`src/rtl/cal_seq_pkg.sv`:
```
// Shared types and constants for the calibration sequencer.
package cal_seq_pkg;

    // Sequencer states: wait, A2D conversion, then the three datapath steps.
    typedef enum logic [2:0] {
        ST_IDLE = 3'd0,
        ST_CONV = 3'd1,
        ST_OFST = 3'd2,
        ST_GAIN = 3'd3,
        ST_ADD2 = 3'd4
    } cal_state_t;

    // Offsets of the three coefficients from the coefficient base address.
    localparam int OFS0_IDX = 0;
    localparam int GAIN_IDX = 1;
    localparam int OFS2_IDX = 2;

    // Datapath control word, in the order {selA2D, selCoeff, selMult, enTmp}.
    typedef struct packed {
        logic selA2D;
        logic selCoeff;
        logic selMult;
        logic enTmp;
    } ctrl_word_t;

    localparam ctrl_word_t CTRL_IDLE = 4'b0000;
    localparam ctrl_word_t CTRL_OFST = 4'b1101;  // Temp <- sat(a2d + coeff0)
    localparam ctrl_word_t CTRL_GAIN = 4'b0011;  // Temp <- satMult(coeff1, Temp)
    localparam ctrl_word_t CTRL_ADD2 = 4'b0101;  // Temp <- sat(Temp + coeff2)

    // Control word driven to the datapath in each state.
    function automatic ctrl_word_t ctrlFor(input cal_state_t st);
        case (st)
            ST_OFST: return CTRL_OFST;
            ST_GAIN: return CTRL_GAIN;
            ST_ADD2: return CTRL_ADD2;
            default: return CTRL_IDLE;
        endcase
    endfunction

endpackage

```
`src/rtl/cal_seq_if.sv`:
```
// Sequencer-to-datapath/host signal bundle.
interface cal_seq_if #(
    parameter int NV_AW = 4
);
    logic              strt;
    logic              cnv_cmplt;
    logic [15:0]       dst;
    logic              strt_cnv;
    logic [NV_AW-1:0]  nv_addr;
    logic              selA2D;
    logic              selCoeff;
    logic              selMult;
    logic              enTmp;
    logic              busy;
    logic              rdy;
    logic              err;
    logic [15:0]       result;

    // Sequencer side.
    modport master (
        input  strt, cnv_cmplt, dst,
        output strt_cnv, nv_addr, selA2D, selCoeff, selMult, enTmp,
               busy, rdy, err, result
    );

    // Host / datapath side.
    modport slave (
        output strt, cnv_cmplt, dst,
        input  strt_cnv, nv_addr, selA2D, selCoeff, selMult, enTmp,
               busy, rdy, err, result
    );
endinterface

```
`src/rtl/cal_seq_a2d_tmo_cnt.sv`:
```
// A2D timeout counter: cleared on a new request, counts CONV cycles.
module a2d_tmo_cnt #(
    parameter int TMO = 1023
) (
    input  logic clk,
    input  logic rst,
    input  logic clr,
    input  logic en,
    output logic tmo
);
    localparam int CW = (TMO < 2) ? 1 : $clog2(TMO + 1);

    logic [CW-1:0] cntReg;

    // Count enabled cycles; clear has priority over counting.
    always_ff @(posedge clk) begin
        if (rst || clr) begin
            cntReg <= '0;
        end else if (en) begin
            cntReg <= cntReg + CW'(1);
        end
    end

    // Fires on the enabled cycle whose increment brings the count to TMO.
    assign tmo = en && (cntReg == CW'(TMO - 1));
endmodule

```
`src/rtl/cal_seq.sv`:
```
// Calibration sequencer: one A2D conversion, then offset/gain/offset steps.
module cal_seq
    import cal_seq_pkg::*;
#(
    parameter int A2D_TMO    = 1023,
    parameter int NV_AW      = 4,
    parameter int COEFF_BASE = 0
) (
    input  logic      clk,
    input  logic      rst,
    cal_seq_if.master bus
);
    cal_state_t      stateReg;
    cal_state_t      stateNext;
    ctrl_word_t      ctrl;
    logic [NV_AW-1:0] nvAddr;
    logic            busyDec;
    logic            cntClr;
    logic            cntEn;
    logic            tmoHit;
    logic            strtCnvReg, strtCnvNext;
    logic            rdyReg, rdyNext;
    logic            errReg, errNext;
    logic            ldResult;
    logic [15:0]     resultReg;

    assign cntEn = (stateReg == ST_CONV);

    a2d_tmo_cnt #(.TMO(A2D_TMO)) u_tmoCnt (
        .clk (clk),
        .rst (rst),
        .clr (cntClr),
        .en  (cntEn),
        .tmo (tmoHit)
    );

    // State register.
    always_ff @(posedge clk) begin
        if (rst) begin
            stateReg <= ST_IDLE;
        end else begin
            stateReg <= stateNext;
        end
    end

    // Next-state logic, pulse requests and Moore output decode.
    always_comb begin
        stateNext   = stateReg;
        cntClr      = 1'b0;
        strtCnvNext = 1'b0;
        rdyNext     = 1'b0;
        errNext     = 1'b0;
        ldResult    = 1'b0;
        ctrl        = ctrlFor(stateReg);
        nvAddr      = NV_AW'(COEFF_BASE + OFS0_IDX);
        busyDec     = (stateReg != ST_IDLE);
        case (stateReg)
            ST_IDLE: begin
                if (bus.strt) begin
                    stateNext   = ST_CONV;
                    cntClr      = 1'b1;
                    strtCnvNext = 1'b1;
                end
            end
            ST_CONV: begin
                // Completion wins over a coincident timeout.
                if (bus.cnv_cmplt) begin
                    stateNext = ST_OFST;
                end else if (tmoHit) begin
                    stateNext = ST_IDLE;
                    errNext   = 1'b1;
                end
            end
            ST_OFST: begin
                nvAddr    = NV_AW'(COEFF_BASE + GAIN_IDX);
                stateNext = ST_GAIN;
            end
            ST_GAIN: begin
                nvAddr    = NV_AW'(COEFF_BASE + OFS2_IDX);
                stateNext = ST_ADD2;
            end
            ST_ADD2: begin
                stateNext = ST_IDLE;
                rdyNext   = 1'b1;
                ldResult  = 1'b1;
            end
            default: begin
                stateNext = ST_IDLE;
            end
        endcase
    end

    // Registered one-cycle pulses and the captured result.
    always_ff @(posedge clk) begin
        if (rst) begin
            strtCnvReg <= 1'b0;
            rdyReg     <= 1'b0;
            errReg     <= 1'b0;
            resultReg  <= '0;
        end else begin
            strtCnvReg <= strtCnvNext;
            rdyReg     <= rdyNext;
            errReg     <= errNext;
            if (ldResult) begin
                resultReg <= bus.dst;
            end
        end
    end

    assign bus.strt_cnv = strtCnvReg;
    assign bus.rdy      = rdyReg;
    assign bus.err      = errReg;
    assign bus.result   = resultReg;
    assign bus.busy     = busyDec;
    assign bus.nv_addr  = nvAddr;
    assign bus.selA2D   = ctrl.selA2D;
    assign bus.selCoeff = ctrl.selCoeff;
    assign bus.selMult  = ctrl.selMult;
    assign bus.enTmp    = ctrl.enTmp;
endmodule

```
`src/flat_wrapper.sv`:
```
// flat-port wrapper written by rule: the top's interface ports become plain ports
module cal_seq_flat import cal_seq_pkg::*;
#(
    parameter int A2D_TMO    = 1023,
    parameter int NV_AW      = 4,
    parameter int COEFF_BASE = 0
)
  (clk, rst, bus_strt, bus_cnv_cmplt, bus_dst, bus_strt_cnv, bus_nv_addr, bus_selA2D, bus_selCoeff, bus_selMult, bus_enTmp, bus_busy, bus_rdy, bus_err, bus_result);
  cal_seq_if #(.NV_AW(NV_AW)) bus_i ();
  input  logic clk;
  input  logic rst;
  input wire logic [$bits(bus_i.strt)-1:0] bus_strt;
  input wire logic [$bits(bus_i.cnv_cmplt)-1:0] bus_cnv_cmplt;
  input wire logic [$bits(bus_i.dst)-1:0] bus_dst;
  output wire logic [$bits(bus_i.strt_cnv)-1:0] bus_strt_cnv;
  output wire logic [$bits(bus_i.nv_addr)-1:0] bus_nv_addr;
  output wire logic [$bits(bus_i.selA2D)-1:0] bus_selA2D;
  output wire logic [$bits(bus_i.selCoeff)-1:0] bus_selCoeff;
  output wire logic [$bits(bus_i.selMult)-1:0] bus_selMult;
  output wire logic [$bits(bus_i.enTmp)-1:0] bus_enTmp;
  output wire logic [$bits(bus_i.busy)-1:0] bus_busy;
  output wire logic [$bits(bus_i.rdy)-1:0] bus_rdy;
  output wire logic [$bits(bus_i.err)-1:0] bus_err;
  output wire logic [$bits(bus_i.result)-1:0] bus_result;
  assign bus_i.strt = bus_strt;
  assign bus_i.cnv_cmplt = bus_cnv_cmplt;
  assign bus_i.dst = bus_dst;
  assign bus_strt_cnv = bus_i.strt_cnv;
  assign bus_nv_addr = bus_i.nv_addr;
  assign bus_selA2D = bus_i.selA2D;
  assign bus_selCoeff = bus_i.selCoeff;
  assign bus_selMult = bus_i.selMult;
  assign bus_enTmp = bus_i.enTmp;
  assign bus_busy = bus_i.busy;
  assign bus_rdy = bus_i.rdy;
  assign bus_err = bus_i.err;
  assign bus_result = bus_i.result;
  cal_seq #(.A2D_TMO(A2D_TMO), .NV_AW(NV_AW), .COEFF_BASE(COEFF_BASE)) u_core (.clk(clk), .rst(rst), .bus(bus_i));
endmodule
```
`config.mk`:
```
export PLATFORM = sky130hd
export DESIGN_NAME = cal_seq_flat
export DESIGN_NICKNAME = d
export VERILOG_FILES = /design/src/rtl/cal_seq_pkg.sv /design/src/rtl/cal_seq_if.sv /design/src/rtl/cal_seq_a2d_tmo_cnt.sv /design/src/rtl/cal_seq.sv /design/src/flat_wrapper.sv
export SDC_FILE = /design/constraint.sdc
export NUM_CORES = 1
export LEC_CHECK = 0
export ABC_AREA = 1
export BUFFER_PORTS_ARGS = -buffer_cell sky130_fd_sc_hd__clkbuf_2
export CAP_MARGIN = 20
export CORE_AREA = 2 2 77 79
export CTS_BUF_LIST = sky130_fd_sc_hd__clkbuf_8
export CTS_CLUSTER_SIZE = 25
export DETAILED_ROUTE_END_ITERATION = 7
export DIE_AREA = 0 0 79 81
export PLACE_DENSITY = 0.49
export SETUP_SLACK_MARGIN = 0.02
export SKIP_LAST_GASP = 1
export SYNTH_ARGS = -nofsm -noshare
export SYNTH_HDL_FRONTEND = slang
export SYNTH_SLANG_ARGS = --single-unit
```
`constraint.sdc`:
```
create_clock -name clk -period 3.3 [get_ports clk]
set_clock_uncertainty 0.2 [all_clocks]
set_input_delay 0.66 -clock clk [delete_from_list [all_inputs] [get_ports clk]]
set_output_delay 0.66 -clock clk [all_outputs]
set_load 0.05 [all_outputs]
```
==> reports/qor.yml, run 1 <==
floorplanning:
  num_rows: 28
  initial_utilization_pct: 23.88
  io_pins: 48
  die_h_um: 81
  die_area_um2: 6399
  die_x_um: 79
  coreArea_um2: 5675
synthesis:
  yosysWarningCount: 0
  postSynthCellCount: 183
  synth_cell_type_count: 27
  synthXorXnorAreaFrac_pct: 0
  seq_area_frac_synth_pct: 47.28
  synth_flop_cell: "dfxtp_1"
  ys_ff_latch: 32
  synthMuxAreaShare_pct: 0
  synth_top_family_by_area: "simple AND/OR/NAND/NOR gates"
  async_flop_share_pct: 0
  netlist_area_um2: 1355
  synth_most_common_cell: "nor2_1"
  yosys.area.top_type: "dfxtp_1"
  yosys.area_share.simple_pct: 30.10
  avgSynthCellArea_um2: 7.405
  synth-compound-area-share_pct: 10.90
  synth_edf_count: 0
  ys_top_cells_by_count: "nor2_1, dfxtp_1, nand2_1"
  synth.area.top_cells: "dfxtp_1, nor2_1, nand2_1, o21ai_0, inv_1"
  synth.top_cell.area_share_pct: 47.28
  synth_fa_ha_area_share_pct: 1.847
pwr:
  sw_frac_of_total_pct: 25.38
  power.switching_mw: 0.2173
  power.internal_mw: 0.6390
  leakage_nw: 0.7790
  total_power_mw: 0.8563
  p_clk_share_pct: 42.4
  max-vdd-ir-drop_v: 0.0001901
  power_density_nw_per_um2: 494.1
  combPwrFrac_pct: 11.2
  pwr-share-seq_pct: 46.5
setup_path:
  cp.buffers_inverters: 1
  critPathArrivalTime_ns: 1.67
  worst_ep_required_time_ns: 2.44
  worst_setup_path_start_kind: "flip-flop"
  cpPeakStageDelay_ns: 0.37
  crit_slowest_cell: "nand2_1"
  cp_max_fo: 20
  end_kind: "primary output"
  path_cells: "nor2_2 -> nand2_1 -> nand3_1 -> clkbuf_2"
  path_class: "reg2out"
  critPathTopFamily: "simple AND/OR/NAND/NOR gates"
sta:
  setup_viol: 0
  whs_ns: 0.2830
  max_clock_freq_ghz: 0.3951
  relSlewSlack_pct: 59.71
  fin_crit_sh_pct: 76.69
  hold_viol: 0
  rsz0062_at_grt: "false"
  fin_crit_ns: 2.531
  drv_slew: 0
  worstMarginPinSlew_ns: 0.6030
  fin_ws_ns: 0.7691
  tns_ns: 0
cells_and_area:
  insertedDiodeCount: 0
  final_core_util_pct: 30.53
  final_cells: 305
  nNetsFinal: 251
  fill_cells: 645
  areaGrowthSynthToFinish_pct: 27.89
  drive_above_1_share_pct: 26.96
  design_area_um2: 1733
grt:
  grt_overflow: 0
  grt_pass1_wl_um: 4871
  grt_pass1_vias: 1101
  antenna_found_initial: 0
  track_usage_pct: 9.668
  grt_max_degree: 21
routing:
  drtPass1Iterations: 4
  vias_per_cell: 4.085
  wl_um: 2999
  first_iter_violations: 37
  via_count: 1246
  wire_per_inst_um: 9.833
  ant_nets: 0
  drc: 0
clocking:
  cts_max_level: 2
  cts_repair_resize_count: 0
  cts_tree: "built"
  hold_buffers: 0
  clk_pin_slew_ns: 0.07
  clk_path_buf_depth: 2
  clk_latency_ns: 0.28
  cts.sinks: 32
  cts_setup_buffers: 0
  cts_root_buffer: "clkbuf_8"
  cts_buffers: 5
placed_design:
  dp_hpwl_um: 2193
  io_buffers: 45
  dp.cells: 297
  pre_cts_slack_ns: 1.046
  globalplace.congestion: 0.7301
  place_area_um2: 1625
flow_run:
  maxCapViolations: 0
status:
  status: "finished, final reports clean"
min_path:
  min_path_type: "reg2reg"
-- final timing paths --
check                              from                     to  slack, ns  cells past startpoint
setup / recovery     u_core.stateReg[0]              bus_enTmp       0.77                      4
hold / removal    u_core.bus.result[15]  u_core.bus.result[15]       0.28                      2
setup reg to reg     u_core.stateReg[0]  u_core.bus.result[11]       1.67                      5
hold reg to reg   u_core.bus.result[15]  u_core.bus.result[15]       0.28                      2
-- sequential cells by signal, summed over array words and instances, names as in the netlist --
| signal | cells |
|---|---|
| u_core.bus.result | 16 |
| u_core.stateReg | 3 |
| u_core.u_tmoCnt.cntReg | 10 |
| u_core.bus.rdy | 1 |
| u_core.bus.err | 1 |
| u_core.bus.strt_cnv | 1 |
-- cell families (layout without fill, tap and decap cells) --
family	Yosys count	count (layout)
AND/OR/NAND/NOR	92	92
flip-flops	32	32
AO/OA/AOI/OAI	29	29
buffers and inverters	27	73
adder cells (fa/ha/maj)	2	2
other	1	2
-- cell usage in the layout (no fill, tap or decap), drive strengths merged --
cell type / n
nor4: 1
nand3: 8
dfxtp: 32
o21ai: 18
nand3b: 1
o211ai: 1
clkbuf: 50
conb: 2
a21oi: 10
nor2: 46
or2: 2
bufinv: 1
ha: 2
clkinv: 2
inv: 20
nor3: 3
nand2: 28
nand4: 3
-- worst reg2reg max path, cell delays in order, from the launching register on --
cell and delay, ns:
dfxtp_1 0.42, nor2_2 0.08, nand2_1 0.45, inv_4 0.20, nor2_1 0.14, nor2_1 0.05
-- power by group through the flow --
stage / Combinational, mW / Clock [mW] / Sequential (mW)
after CTS: 0.0965 / 0.379 / 0.398
final: 0.0956 / 0.363 / 0.398
after global placement: 0.0963 / 0 / 0.407
after global routing: 0.105 / 0.395 / 0.398
after detailed placement: 0.0962 / 0 / 0.407
after floorplan: 0.0593 / 0 / 0.417
-- routing by layer --
layer	global-route usage (%)	wire (µm)	vias to the layer above
li1	-	-	665
met1	12.30	1457	538
met2	14.83	1259	36
met3	3.778	244	7
met4	3.621	38	0
met5	0	0	-
-- area by class of cell --
cell class                      count  area, µm²  area share [%]
Timing Repair Buffer               45      225.2           13.00
Sequential cell                    32      640.6           36.97
Tap cell                           75      93.84           5.415
Clock buffer                        5      68.82           3.971
Inverter                           20      77.57           4.477
Multi-Input combinational cell    125      588.1           33.94
Clock inverter                      3      38.79           2.238
Power figures use the tool's default switching activity.
==> inputs of run 2 (changes only) <==
--- a/config.mk
+++ b/config.mk
@@ -5,7 +5,7 @@
 export SDC_FILE = /design/constraint.sdc
 export NUM_CORES = 1
 export LEC_CHECK = 0
-export ABC_AREA = 1
+export ABC_AREA = 0
 export BUFFER_PORTS_ARGS = -buffer_cell sky130_fd_sc_hd__clkbuf_2
 export CAP_MARGIN = 20
 export CORE_AREA = 2 2 77 79
@@ -13,7 +13,7 @@
 export CTS_CLUSTER_SIZE = 25
 export DETAILED_ROUTE_END_ITERATION = 7
 export DIE_AREA = 0 0 79 81
-export PLACE_DENSITY = 0.49
+export PLACE_DENSITY = 0.51
 export SETUP_SLACK_MARGIN = 0.02
 export SKIP_LAST_GASP = 1
 export SYNTH_ARGS = -nofsm -noshare
==> constraint.sdc (replaced) <==
create_clock -name clk -period 2.2 [get_ports clk]
set_clock_uncertainty 0.2 [all_clocks]
set_input_delay 0.44 -clock clk [delete_from_list [all_inputs] [get_ports clk]]
set_output_delay 0.44 -clock clk [all_outputs]
set_load 0.05 [all_outputs]
==> run 2 against run 1 <==
Net effect: combinational power increased by 52%; first-iteration DRC count increased by 57%; global-route usage rose by 0.59 points; cell area is 2.1% higher; wire length decreased by 1.2%.
==> reports/qor.yml, run 2 <==
synthesis:
  postSynthCellCount: 143  # -22%
  ys_top_cells_by_count: "dfxtp_1, nor2_1, mux2i_1"
  netlist_area_um2: 1366  # +0.83%
  async_flop_share_pct: 0  # unchanged
  synth_flop_cell: "dfxtp_1"
  yosysWarningCount: 0  # unchanged
  avgSynthCellArea_um2: 9.555  # +29%
  yosys.area.top_type: "dfxtp_1"
  synth.top_cell.area_share_pct: 46.89  # -0.39 points
  synth.area.top_cells: "dfxtp_1, mux2i_1, nor2_1, a21oi_1, buf_4"
  synth_cell_type_count: 32  # +19%
  ys_ff_latch: 32  # unchanged
  synth_most_common_cell: "dfxtp_1"
  synth_edf_count: 0  # unchanged
  seq_area_frac_synth_pct: 46.89  # -0.39 points
floorplanning:
  io_pins: 48  # unchanged
  initial_utilization_pct: 24.07  # +0.20 points
  coreArea_um2: 5675  # unchanged
  die_h_um: 81  # unchanged
  num_rows: 28  # unchanged
  die_area_um2: 6399  # unchanged
  die_x_um: 79  # unchanged
sta:
  fin_ws_ns: 0.2011  # -0.5680 ns
  tns_ns: 0  # unchanged
  drv_slew: 0  # unchanged
  fin_crit_ns: 1.999
  fin_crit_sh_pct: 90.86
  rsz0062_at_grt: "false"
  max_clock_freq_ghz: 0.5003
  hold_viol: 0  # unchanged
  setup_viol: 0  # unchanged
  whs_ns: 0.1713  # -0.1117 ns
setup_path:
  worst_ep_required_time_ns: 1.56  # -0.88 ns
  critPathArrivalTime_ns: 1.36  # -0.31 ns
  worst_setup_path_start_kind: "flip-flop"
  end_kind: "primary output"
  cp_max_fo: 12  # -40%
  path_class: "reg2out"
cells_and_area:
  insertedDiodeCount: 0  # unchanged
  fill_cells: 617  # -4.3%
  final_cells: 263  # -14%
  drive_above_1_share_pct: 32.98  # +6.0 points
  design_area_um2: 1769  # +2.1%
  largest_reg_flops: 16  # unchanged
  layout_commonest_cell: "clkbuf_2"
  nNetsFinal: 209  # -17%
  layout_common_cells: "clkbuf_2, dfxtp_1, nor2_1, mux2i_1, a21oi_1"
  regArea_um2: 643.1  # +0.39%
  areaGrowthSynthToFinish_pct: 29.49
  final_core_util_pct: 31.17  # +0.64 points
  multi_input_area_um2: 669.4  # +14%
clocking:
  cts_buffers: 5  # unchanged
  hold_buffers: 0  # unchanged
  cts_root_buffer: "clkbuf_8"
  clk_pin_slew_ns: 0.07  # about the same
  cts.sinks: 32  # unchanged
  clk_path_buf_depth: 2  # unchanged
  cts_max_level: 2  # unchanged
  clk_latency_ns: 0.28  # about the same
  cts_tree: "built"
routing:
  wire_per_inst_um: 11.26  # +15%
  via_count: 1165  # -6.5%
  ant_nets: 0  # unchanged
  first_iter_violations: 58  # +57%
  vias_per_cell: 4.430  # +8.4%
  drc: 0  # unchanged
  drtPass1Iterations: 4  # unchanged
  wl_um: 2962  # -1.2%
placed_design:
  io_buffers: 45  # unchanged
  place_area_um2: 1659  # +2.1%
  dp.cells: 255  # -14%
  pre_cts_slack_ns: 0.2347  # -0.8118 ns
  dp_hpwl_um: 2032  # -7.4%
  globalplace.congestion: 0.7244  # -0.78%
pwr:
  total_power_mw: 1.299  # +52%
  max-vdd-ir-drop_v: 0.0003252  # +71%
  leakage_nw: 0.7088  # -9.0%
  power_density_nw_per_um2: 734.3  # +49%
grt:
  grt_pass1_wl_um: 4995  # +2.5%
  grt_overflow: 0  # unchanged
  antenna_found_initial: 0  # unchanged
  grt_pass1_vias: 1096  # -0.45%
  grt_max_degree: 18  # -14%
  track_usage_pct: 10.26  # +0.59 points
status:
  status: "finished, final reports clean"
flow_run:
  maxCapViolations: 0  # unchanged
min_path:
  min_path_type: "in2reg"
run 2: report_power, final:
group / internal [mW] / switching (mW) / leakage [nW]
logic: 0.0460 / 0.0986 / 0.390
clock network: 0.331 / 0.220 / 0.0593
registers: 0.589 / 0.0135 / 0.259
total: 0.967 / 0.332 / 0.709
run 2: routing by layer:
metal  up-vias  share of wire, %  GRT usage (%)
met5         -                 0              0
met4         0               1.5          5.172
met3         4               5.8          3.111
met2        32                44          15.59
met1       542                48          13.20
li1        587                 -              -
run 2: final timing paths:
check	slack [ns]	from	to	cells after the start
min	0.17	bus_cnv_cmplt	u_core.bus.err	2
min reg2reg	0.30	u_core.bus.result[9]	u_core.bus.result[9]	2
max	0.20	u_core.stateReg[2]	bus_enTmp	3
max reg2reg	0.24	u_core.stateReg[2]	u_core.u_tmoCnt.cntReg[5]	3
run 2: timing repair:
item,CTS,global route
gates resized for setup,0,3
endpoints found under the setup margin,0,3
buffers inserted,0,0
run 2: kinds of logic (layout without fill, tap and decap cells):
family | Yosys count | after routing | share of synthesized area (%)
AOI/OAI and AO/OA | 18 | 18 | 7.967
xor gates and xnor gates | 3 | 3 | 1.923
adders and majority gates | 2 | 2 | 1.831
buffers and inverters | 14 | 58 | 5.494
DFF | 32 | 32 | 46.89
muxes | 16 | 16 | 11.72
other | 1 | 2 | 0.2745
and+or+nand+nor | 57 | 57 | 23.90
run 2: final cells by class:
class,count,share of cell area (%)
multi-input combinational,98,37.84
sequential,32,36.35
clock buffer,5,3.890
tap,75,5.304
inverter,2,0.4243
timing repair buffer,48,14.00
clock inverter,3,2.192
run 2: worst max-delay path, cell delays in order (launching register included):
cell and delay (ns):
dfxtp_1 0.54, xnor2_1 0.15, o21ai_1 0.12, buf_2 0.27
==> inputs of run 3 (changes only) <==
--- a/config.mk
+++ b/config.mk
@@ -8,12 +8,13 @@
 export ABC_AREA = 0
 export BUFFER_PORTS_ARGS = -buffer_cell sky130_fd_sc_hd__clkbuf_2
 export CAP_MARGIN = 20
-export CORE_AREA = 2 2 77 79
+export CORE_AREA = 2 2 67 69
 export CTS_BUF_LIST = sky130_fd_sc_hd__clkbuf_8
 export CTS_CLUSTER_SIZE = 25
 export DETAILED_ROUTE_END_ITERATION = 7
-export DIE_AREA = 0 0 79 81
-export PLACE_DENSITY = 0.51
+export DIE_AREA = 0 0 69 71
+export PLACE_DENSITY = 0.63
+export RECOVER_POWER = 50
 export SETUP_SLACK_MARGIN = 0.02
 export SKIP_LAST_GASP = 1
 export SYNTH_ARGS = -nofsm -noshare
==> run 3 against run 2 <==
Net effect: die area down 23%; total power down 11%; final cell count down 8.4%; wire length shrank 9.4%; flip-flop and latch count is the same; maximum frequency decreased by 1.8%; register-to-register slack improved by 0.07 ns; sequential share of layout area grew 1.5 points; non-clock buffer count up 2; first-iteration DRC count shrank 22%; utilization increased by 9.1 points; critical endpoint is now bus_busy.
==> reports/qor.yml, run 3 (synthesis gave the netlist of run 2 again) <==
setup_path:
  crit_start: "u_core.stateReg[2]"
  crit_slowest_cell: "or3_1"
  path_cells: "buf_4 -> or3_1 -> clkbuf_2"
  cpPeakStageDelay_ns: 0.36  # -0.18 ns
  cp_max_fo: 8  # -4
  critPathTopFamily: "buffers and inverters"
  reg2reg_from: "u_core.stateReg[0]"
  worst_ep_required_time_ns: 1.56  # about the same
  critPathArrivalTime_ns: 1.40  # +0.04 ns
  path_class: "reg2out"
  cp.buffers_inverters: 2  # +1
  end_kind: "primary output"
  worst_setup_path_start_kind: "flip-flop"
cells_and_area:
  final_cells: 241  # -8.4%
  layout_commonest_cell: "dfxtp_1"
  nNetsFinal: 211  # +0.96%
  drive_above_1_share_pct: 21.69  # -11 points
  areaGrowthSynthToFinish_pct: 23.81
  insertedDiodeCount: 0  # unchanged
  largest_reg_flops: 16  # unchanged
  layout_common_cells: "dfxtp_1, clkbuf_2, nor2_1, clkbuf_1, mux2i_1"
clocking:
  cts_setup_buffers: 0  # unchanged
  cts.sinks: 32  # unchanged
  cts_root_buffer: "clkbuf_8"
  cts_repair_resize_count: 0  # unchanged
  cts_buffers: 5  # unchanged
  clk_pin_slew_ns: 0.06  # about the same
  clk_latency_ns: 0.28  # about the same
  cts_max_level: 2  # unchanged
  clk_path_buf_depth: 2  # unchanged
  hold_buffers: 0  # unchanged
  cts_tree: "built"
routing:
  via_count: 1148  # -1.5%
  drc: 0  # unchanged
  ant_nets: 0  # unchanged
  first_iter_violations: 45  # -22%
  wire_per_inst_um: 11.14  # -1.1%
  vias_per_cell: 4.763  # +7.5%
  wl_um: 2684  # -9.4%
  drtPass1Iterations: 4  # unchanged
sta:
  hold_viol: 0  # unchanged
  relSlewSlack_pct: 59.68
  fin_crit_sh_pct: 92.54  # +1.7 points
  rsz0062_at_grt: "false"
  setup_viol: 0  # unchanged
  drv_slew: 0  # unchanged
  tns_ns: 0  # unchanged
  fin_crit_ns: 2.036  # +0.03692 ns
  max_clock_freq_ghz: 0.4912  # -1.8%
  worstMarginPinSlew_ns: 0.6074
pwr:
  leakage_nw: 0.6334  # -11%
  total_power_mw: 1.159  # -11%
  power_density_nw_per_um2: 685.4  # -6.7%
  max-vdd-ir-drop_v: 0.0003704  # +14%
floorplanning:
  coreArea_um2: 4204  # -26%
  io_pins: 48  # unchanged
  die_h_um: 71  # -12%
  num_rows: 24  # -14%
  initial_utilization_pct: 32.50  # +8.4 points
  die_area_um2: 4899  # -23%
  die_x_um: 69  # -13%
min_path:
  hp-start: "bus_cnv_cmplt"
  min_path_type: "in2reg"
grt:
  grt_overflow: 0  # unchanged
  grt_pass1_wl_um: 4485  # -10%
  track_usage_pct: 11.29  # +1.0 points
  grt_pass1_vias: 1034  # -5.7%
  grt_use_met3_pct: 4.843  # +1.7 points
  antenna_found_initial: 0  # unchanged
  grtUsageMet1_pct: 14.99  # +1.8 points
  busiest_layer: "met2"
  groute.layer.met2.usage_pct: 16.77  # +1.2 points
  grt_max_degree: 18  # unchanged
flow_run:
  maxCapViolations: 0  # unchanged
placed_design:
  dp_hpwl_um: 1941  # -4.5%
  globalplace.congestion: 0.7750  # +7.0%
  dp.cells: 234  # -8.2%
  io_buffers: 45  # unchanged
status:
  status: "finished, final reports clean"
run 3: changes by cell type in the layout (fill, tap and decap cells not counted), moves of 2 or more:
cell      delta
clkbuf_2    -17
dfxtp_2      -2
dfxtp_1      +2
clkbuf_1    +19
run 3: worst paths after layout:
path                                                  end  slack [ns]  cells past startpoint
worst max-delay path                             bus_busy        0.16                      3
worst min-delay path                       u_core.bus.err        0.18                      2
worst max register to register  u_core.u_tmoCnt.cntReg[2]        0.31                      4
worst min register to register  u_core.u_tmoCnt.cntReg[8]        0.29                      2
run 3: final cells by class:
class / instances / area [µm²]
repair buffers: 50 / 236.5
fillers: 436 / 2512
multi-input cells: 98 / 664.4
inverters: 2 / 7.507
well taps: 52 / 65.06
flip-flops and latches: 32 / 640.6
clock inverters: 2 / 8.758
clock buffers: 5 / 68.82
run 3: through the flow:
| stage | utilization, % | cell area, µm² | setup slack [ns] | hold WS [ns] |
|---|---|---|---|---|
| finish | 40.24 | 1692 | 0.1642 | 0.1796 |
| global route | 40.24 | 1692 | 0.07075 | 0.1716 |
| CTS | 40.98 | 1723 | 0.1560 | 0.1757 |
| detailed placement | 39.14 | 1645 | 0.3129 | 0.2698 |
| global placement | 39.14 | 1645 | 0.3272 | 0.2738 |
| floorplan | - | 1380 | 0.1524 | 0.2472 |
run 3: metal layers:
| layer | part of all wire (%) | vias to the layer above |
|---|---|---|
| met4 | 0.67 | 0 |
| li1 | - | 597 |
| met2 | 44 | 40 |
| met5 | 0 | - |
| met3 | 6.7 | 3 |
| met1 | 48 | 508 |
run 3: report_power, final:
part           switching (mW)  internal [mW]
logic                   0.101         0.0481
clock network           0.201          0.210
registers              0.0108          0.589
